**config.mk**
```make
export PLATFORM = sky130hd
export DESIGN_NAME = sevseg_scan_driver
export DESIGN_NICKNAME = d
export VERILOG_FILES = /design/src/rtl/sevseg_pkg.sv /design/src/rtl/sevdecoder.sv /design/src/rtl/sevseg_scan_driver.sv
export SDC_FILE = /design/constraint.sdc
export NUM_CORES = 1
export LEC_CHECK = 0
export CAP_MARGIN = 20
export CORE_MARGIN = 2
export CORE_UTILIZATION = 50
export DETAILED_ROUTE_END_ITERATION = 8
export PLACE_DENSITY = 0.74
export RECOVER_POWER = 100
export SLEW_MARGIN = 5
export SYNTH_ARGS = -nofsm -noshare
export SYNTH_HDL_FRONTEND = slang
export SYNTH_SLANG_ARGS = --single-unit
export TNS_END_PERCENT = 5
```
**constraint.sdc**
```tcl
create_clock -name clk -period 2.9 [get_ports clk]
set_clock_uncertainty 0.1 [all_clocks]
set_input_delay 0.58 -clock clk [delete_from_list [all_inputs] [get_ports clk]]
set_output_delay 0.58 -clock clk [all_outputs]
set_load 0.01 [all_outputs]
```
**src/rtl/sevseg_pkg.sv**
```systemverilog
// sevseg_pkg: shared constants and the hex-to-segment table for the seven-segment scan driver.
// All segment, anode and decimal-point values are active low.
package sevseg_pkg;

   localparam logic [6:0] SEG_BLANK = 7'b1111111;
   localparam logic       AN_ON     = 1'b0;
   localparam logic       AN_OFF    = 1'b1;
   localparam logic       DP_ON     = 1'b0;
   localparam logic       DP_OFF    = 1'b1;

   // Bit order {a,b,c,d,e,f,g}; entry index is the hex value.
   localparam logic [6:0] HEX_SEG [16] = '{
      7'b0000001, 7'b1001111, 7'b0010010, 7'b0000110,
      7'b1001100, 7'b0100100, 7'b0100000, 7'b0001111,
      7'b0000000, 7'b0000100, 7'b0001000, 7'b1100000,
      7'b0110001, 7'b1000010, 7'b0110000, 7'b0111000
   };

   function automatic logic [6:0] hex_to_seg(input logic [3:0] hex);
      return HEX_SEG[hex];
   endfunction

endpackage

```
**src/rtl/sevdecoder.sv**
```systemverilog
// sevdecoder: combinational hex nibble to active-low seven-segment pattern.
module sevdecoder
   import sevseg_pkg::*;
(
   input  logic [3:0] hex_i,
   output logic [6:0] seg_o
);

   assign seg_o = hex_to_seg(hex_i);

endmodule

```
**src/rtl/sevseg_scan_driver.sv**
```systemverilog
// sevseg_scan_driver: multiplexed seven-segment driver with guard interval, blink and
// leading-zero suppression; each slot shows a snapshot taken at its first cycle.
module sevseg_scan_driver
   import sevseg_pkg::*;
#(
   parameter int NUM_DIGITS = 4,
   parameter int SCAN_DIV   = 100000,
   parameter int GUARD      = 1000,
   parameter int BLINK_DIV  = 25000000
) (
   input  logic                    clk,
   input  logic                    reset,
   input  logic [4*NUM_DIGITS-1:0] digits_in,
   input  logic [NUM_DIGITS-1:0]   dp_in,
   input  logic [NUM_DIGITS-1:0]   blank_in,
   input  logic [NUM_DIGITS-1:0]   blink_in,
   input  logic                    lz_blank,
   output logic [6:0]              seg_out,
   output logic                    dp_out,
   output logic [NUM_DIGITS-1:0]   an_out,
   output logic                    slot_tick
);

   localparam int CW = $clog2(SCAN_DIV);
   localparam int IW = $clog2(NUM_DIGITS);
   localparam int BW = BLINK_DIV > 1 ? $clog2(BLINK_DIV) : 1;

   logic [CW-1:0]         cnt_q, cnt_d;
   logic [IW-1:0]         idx_q, idx_d;
   logic [BW-1:0]         blink_cnt_q, blink_cnt_d;
   logic                  blink_phase_q, blink_phase_d;
   logic [3:0]            snap_nib_q, snap_nib_d;
   logic                  snap_dp_q, snap_dp_d;
   logic                  snap_blank_q, snap_blank_d;
   logic                  snap_blink_q, snap_blink_d;
   logic                  snap_lz_q, snap_lz_d;
   logic [6:0]            seg_q, seg_d;
   logic                  dp_q, dp_d;
   logic [NUM_DIGITS-1:0] an_q, an_d;
   logic                  tick_q, tick_d;

   logic [3:0]            nib [NUM_DIGITS];
   logic [NUM_DIGITS-1:0] lz_sup;
   logic                  lz_run;
   logic                  wrap, blink_wrap, load, guard, dark;
   logic [6:0]            dec_seg;

   for (genvar g = 0; g < NUM_DIGITS; g++) begin : g_nib
      assign nib[g] = digits_in[4*g +: 4];
   end

   // Walk down from the most significant digit; suppression stops at the first nonzero nibble.
   always_comb begin
      lz_sup = '0;
      lz_run = lz_blank;
      for (int i = NUM_DIGITS - 1; i > 0; i--) begin
         lz_run    = lz_run && (nib[i] == 4'h0);
         lz_sup[i] = lz_run;
      end
   end

   sevdecoder u_dec (
      .hex_i (snap_nib_q),
      .seg_o (dec_seg)
   );

   always_comb begin
      wrap          = cnt_q == CW'(SCAN_DIV - 1);
      blink_wrap    = blink_cnt_q == BW'(BLINK_DIV - 1);
      load          = cnt_q == '0;
      guard         = cnt_q < CW'(GUARD);
      dark          = snap_blank_q || snap_lz_q || (snap_blink_q && !blink_phase_q);
      cnt_d         = wrap ? '0 : cnt_q + 1'b1;
      idx_d         = !wrap ? idx_q : (idx_q == IW'(NUM_DIGITS - 1)) ? '0 : idx_q + 1'b1;
      blink_cnt_d   = blink_wrap ? '0 : blink_cnt_q + 1'b1;
      blink_phase_d = blink_phase_q ^ blink_wrap;
      snap_nib_d    = load ? nib[idx_q]      : snap_nib_q;
      snap_dp_d     = load ? dp_in[idx_q]    : snap_dp_q;
      snap_blank_d  = load ? blank_in[idx_q] : snap_blank_q;
      snap_blink_d  = load ? blink_in[idx_q] : snap_blink_q;
      snap_lz_d     = load ? lz_sup[idx_q]   : snap_lz_q;
      seg_d         = (guard || dark) ? SEG_BLANK : dec_seg;
      dp_d          = (guard || dark || !snap_dp_q) ? DP_OFF : DP_ON;
      an_d          = {NUM_DIGITS{AN_OFF}};
      if (!guard) an_d[idx_q] = AN_ON;
      tick_d        = wrap;
   end

   always_ff @(posedge clk) begin
      if (reset) begin
         cnt_q         <= '0;
         idx_q         <= '0;
         blink_cnt_q   <= '0;
         blink_phase_q <= 1'b1;
         snap_nib_q    <= '0;
         snap_dp_q     <= 1'b0;
         snap_blank_q  <= 1'b0;
         snap_blink_q  <= 1'b0;
         snap_lz_q     <= 1'b0;
         seg_q         <= SEG_BLANK;
         dp_q          <= DP_OFF;
         an_q          <= {NUM_DIGITS{AN_OFF}};
         tick_q        <= 1'b0;
      end else begin
         cnt_q         <= cnt_d;
         idx_q         <= idx_d;
         blink_cnt_q   <= blink_cnt_d;
         blink_phase_q <= blink_phase_d;
         snap_nib_q    <= snap_nib_d;
         snap_dp_q     <= snap_dp_d;
         snap_blank_q  <= snap_blank_d;
         snap_blink_q  <= snap_blink_d;
         snap_lz_q     <= snap_lz_d;
         seg_q         <= seg_d;
         dp_q          <= dp_d;
         an_q          <= an_d;
         tick_q        <= tick_d;
      end
   end

   assign seg_out   = seg_q;
   assign dp_out    = dp_q;
   assign an_out    = an_q;
   assign slot_tick = tick_q;

endmodule
```
# [After elaboration in Yosys (flattened, before gate mapping)]
# Memory sizes are Yosys's and may differ from the RTL's. A register that Yosys moved wholly into a read port is not among the register bits.
# Index checks and enable logic that the tools add are counted.
[word_totals] register_bits=59 romBits=112 inputBits=31 output_inout_bits=13 wordCells=61 mem_count=1
[classes] addsub=3 n_lt_le_gt_ge=4 n_eq_ne=3 muxes=15 n_bitwise=4 n_reduce_logical=19
[mem_list] name="(name not given)" words=16 word_bits=7 rd=1 rd_clocked_by_memory_dff=1 wr=0 line_no="sevseg_pkg.sv:20" text="return HEX_SEG[hex];"
[ops] operator="$add 25x1->25 const B" count=1
[ops] operator="$eq 25x25->1 const B" count=1
[ops] operator="$add 17x1->17 const B" count=1
[ops] operator="$eq 17x17->1 const B" count=1
[ops] operator="$logic_not 17->1" count=1
[ops] operator="$lt 17x10->1 const B" count=1
[ops] operator="$logic_not 4->1" count=3
[ops] operator="$bmux 1 s2" count=4
[ops] operator="$bmux 4 s2" count=1
[ops] operator="$mux 4" count=2
[ops] operator="$reduce_or 2->1" count=4
[ops] operator="$mux 1" count=6
[ops] operator="$logic_and 1x1->1" count=5
[ops] operator="$not 4->5" count=1
[ops] operator="$logic_or 1x1->1" count=4
[ops] operator="$not 4->4" count=1
[ops] operator="$ge 3x3->1 const B" count=1
[ops] operator="$lt 2x3->1 const B" count=1
[ops] operator="$not 2->3" count=1
[ops] operator="$add 2x1->2 const B" count=1
[ops] operator="$demux 1 s2" count=1
[ops] operator="$eq 2x2->1 const B" count=1
[ops] operator="$ge 2x1->1 const B" count=1
[ops] operator="$logic_not 1->1" count=2
[ops] operator="other kinds (2)" count=2

# [Longest topological paths before layout]
[depth] ltp_word=6 mapped_depth=7 ltp_nobuf=6

# [Hierarchy]
# From an unflattened synthesis, not the netlist that was laid out.
[unflattened] cells_unflattened=360 area_unflattened_um2=3261.9
[modules_own_cells] module="sevseg_scan_driver" n_inst=1 cells_each=329 area_each_um2=2999.1 seq_area_each_um2=1321.3
[modules_own_cells] module="sevdecoder" n_inst=1 cells_each=31 area_each_um2=262.8 seq_area_each_um2=0.0

# [Worst setup path after synthesis]
# Ideal clock, no wire load.
[synth_timing] path_type="reg2reg" start="register cnt_q[14]" end="register idx_q[0]" t_arrival_ps=1945 slack_ps=785 stages_incl_launch_ff=5 cell_sequence="dfxtp_1 or4_4 or4_4 or4_1 a21oi_1"
[synth_between] elab_chain_len=1
[synth_rtl] item="start, declared" line_no="sevseg_scan_driver.sv:28" text="logic [CW-1:0] cnt_q, cnt_d;"
[synth_rtl] item="start signal, assigned" line_no="sevseg_scan_driver.sv:105" text="cnt_q <= cnt_d;"
[synth_rtl] item="$eq 17x17->1" line_no="sevseg_scan_driver.sv:68" text="wrap = cnt_q == CW'(SCAN_DIV - 1);"
[synth_rtl] item="end signal, assigned" line_no="sevseg_scan_driver.sv:106" text="idx_q <= idx_d;"
[synth_rtl] item="end, declared" line_no="sevseg_scan_driver.sv:29" text="logic [IW-1:0] idx_q, idx_d;"
# No other way between the ends.
# A chain may end at the register's enable or synchronous reset.

# [Worst setup path in the final report]
[layout_timing] start="input port reset" end="register blink_cnt_q[7]"
[layout_between] elab_chain_len=1
[layout_rtl] item="start, declared" line_no="sevseg_scan_driver.sv:12" text="input logic reset,"
[layout_rtl] item="$reduce_or 2->1 (no source line)"
[layout_rtl] item="end signal, assigned" line_no="sevseg_scan_driver.sv:107" text="blink_cnt_q <= blink_cnt_d;"
[layout_rtl] item="end, declared" line_no="sevseg_scan_driver.sv:30" text="logic [BW-1:0] blink_cnt_q, blink_cnt_d;"
# No other way between the ends.

==> impl_metrics.json <==
{
  "fin_cells": 492,
  "cp-end-kind": "flip-flop",
  "cts_resized": 0,
  "antennaDiodeCount": 0,
  "hold_class": "reg -> reg",
  "fin_crit_sh": 0.8672,
  "synth-seq-cells": 66,
  "clock-sinks": 66,
  "synth_flop_cell": "dfxtp_1",
  "synth-edff-count": 0,
  "hpwlAfterDp_um": 5142,
  "syn_area_sq_mm": 0.003257,
  "dieArea_sq_mm": 0.007175,
  "antenna_found_initial": 0,
  "ant_nets": 0,
  "h-tree-depth": 3,
  "slew_viol_final": 0,
  "max_cap_viol_count": 0,
  "cp_max_fo": 24,
  "grt_setup_unrepaired": "false",
  "grtUsageTotal": 0.2030,
  "critical_path_arrival_ps": 2600,
  "grt_pass1_wl_um": 11760,
  "syn-num-nets": 417,
  "post-route-util": 0.6171,
  "dp.cells": 477,
  "p_leak_uw": 0.001276,
  "drtIter0Drc": 158,
  "die_w_um": 84.71,
  "finalSetupViolCount": 0,
  "rows": 29,
  "clkLatencyLatePin_ps": 340,
  "cts_setup_buffers": 0,
  "startpoint": "reset",
  "synth-async-reset-ratio": 0,
  "ir_drop_v": 0.0003395,
  "avgViaCountPerCell": 5.872,
  "grt-ovfl-total": 0,
  "core-area_sq_mm": 0.006314,
  "run_status": "finished, final reports clean",
  "synth_cell_type_count": 41,
  "finalWirelength_um": 7031,
  "setup_tns_ps": 0,
  "cts_tree": "yes",
  "slew_headroom": 0.2795,
  "area_delta_synth_final_pct": 19.63,
  "crit_path_start_kind": "primary input",
  "cts_buffers": 9,
  "required_ps": 2980,
  "grt_pass1_vias": 2656,
  "die_h_um": 84.71,
  "drt_drc_violations_left": 0,
  "ioPinCount": 44,
  "finalHoldViolations": 0,
  "layout_min_cycle_time_ps": 2515,
  "hold_path_depth": 1,
  "drtPass1Iterations": 4,
  "hold_slack_ps": 285.1,
  "drive_above_1_share": 0.06024,
  "tightestPinTransition_ps": 1081,
  "syn_avg_cell_area_sq_um": 8.732,
  "synthCells": 373,
  "post_drt_wl_per_cell_um": 14.29,
  "routabilityCongestion": 0.8440,
  "ctsRootBufferMaster": "clkbuf_8",
  "portBuffers": 43,
  "hp-start": "snap_dp_q$_SDFFE_PP0N_",
  "initial_utilization": 0.5159,
  "reg2regPathDepth": 4,
  "critPathKind": "in -> reg",
  "clk_path_buf_depth": 2,
  "nNetsFinal": 455,
  "timing.fmax_ghz": 0.3977,
  "yosys_warnings": 0,
  "grt_max_degree": 25,
  "rr_startpoint": "cnt_q[12]$_SDFF_PP0_",
  "n_fill_cell": 566,
  "p_per_area_mw_per_mm2": 467.0,
  "yosysSeqAreaShare": 0.4057,
  "num_vias": 2889,
  "holdBufCountCts": 0,
  "clk_pin_slew_ps": 70
}
[flip-flops by register name, summed over array words and instances (netlist names)]
name and count:
blink_cnt_q 25, cnt_q 17, seg_out 7, an_out 4
snap_nib_q 4, idx_q 2, blink_phase_q 1, dp_out 1
slot_tick 1, snap_blank_q 1, snap_blink_q 1, snap_dp_q 1
snap_lz_q 1
[final cells by class]
class / instances / area [sq um] / area share
clock inverter: 5 / 56.30 / 0.01445
multi-input combinational: 275 / 1800 / 0.4621
clock buffer: 10 / 127.6 / 0.03276
timing repair buffer: 47 / 449.2 / 0.1153
sequential: 66 / 1321 / 0.3391
tap: 77 / 96.34 / 0.02473
inverter: 12 / 45.04 / 0.01156
[cell usage in the layout (no fill, tap or decap), types with 7 or more instances in the layout]
master / netlist / layout
and4_1: 7 / 7
o21ai_0: 23 / 24
nor2_1: 34 / 34
nand2_1: 26 / 26
dfxtp_1: 66 / 66
inv_1: 12 / 12
a21oi_1: 28 / 28
dlygate4sd3_1: 0 / 14
or3_1: 12 / 12
nand3_1: 27 / 27
ha_1: 13 / 13
or4_1: 9 / 11
clkdlybuf4s50_1: 0 / 29
xnor2_1: 7 / 7
clkbuf_8: 0 / 9
mux4_2: 7 / 7
xor2_1: 15 / 15
nand4_1: 14 / 14
[metal layers]
layer,track usage,share of wire
met5,0,0
met4,0.08658,0.018
met3,0.05211,0.029
met2,0.3400,0.51
met1,0.2474,0.44
[path summary, 6_finish.rpt]
kind | endpoint | slack [ps]
max reg2reg | cnt_q[6]$_SDFF_PP0_ | 480
max | blink_cnt_q[7]$_SDFF_PP0_ | 390
min reg2reg | dp_out$_SDFF_PP1_ | 290
min | dp_out$_SDFF_PP1_ | 290
[kinds of logic after synthesis]
family	Yosys count	share of synthesized area
compound gates	71	0.1252
xor+xnor	22	0.05916
fa+ha+maj	13	0.04994
buf+inv	32	0.03726
flops	66	0.4057
mux	9	0.05494
simple gates	160	0.2678
[power breakdown]
part,internal (uW),switching [uW],total (uW)
logic,77.1,64.3,141
registers,922,22.3,945
clock network,390,343,733
[synth_stat cells, drive strengths merged (5+ instances only)]
cell type | count | area share
dfxtp | 66 | 0.41
nor2 | 34 | 0.039
a21oi | 28 | 0.043
nand3 | 27 | 0.041
nand2 | 26 | 0.030
o21ai | 25 | 0.040
clkbuf | 17 | 0.020
xor2 | 15 | 0.040
nand4 | 14 | 0.027
ha | 13 | 0.050
inv | 12 | 0.014
or3 | 12 | 0.023
or4 | 11 | 0.028
and4 | 7 | 0.019
mux4 | 7 | 0.048
xnor2 | 7 | 0.019
nor3 | 6 | 0.0092
o211ai | 6 | 0.014
and3 | 5 | 0.0096
o31ai | 5 | 0.012
[through the flow]
stage | cell area [sq um] | total power (uW) | worst slack [ps]
global route | 3896 | 1897 | 197.1
detailed placement | 3737 | 1107 | 544.7
global placement | 3737 | 1103 | 616.5
floorplan | 3257 | 1043 | 784.8
finish | 3896 | 1819 | 385.2
CTS | 3921 | 1839 | 535.3
[critical path, stage by stage]
cell and delay, ps:
dlygate4sd3_1 750, inv_1 210, o21ai_0 110, clkbuf_1 820
nor2_1 130
Power figures use the tool's default switching activity.
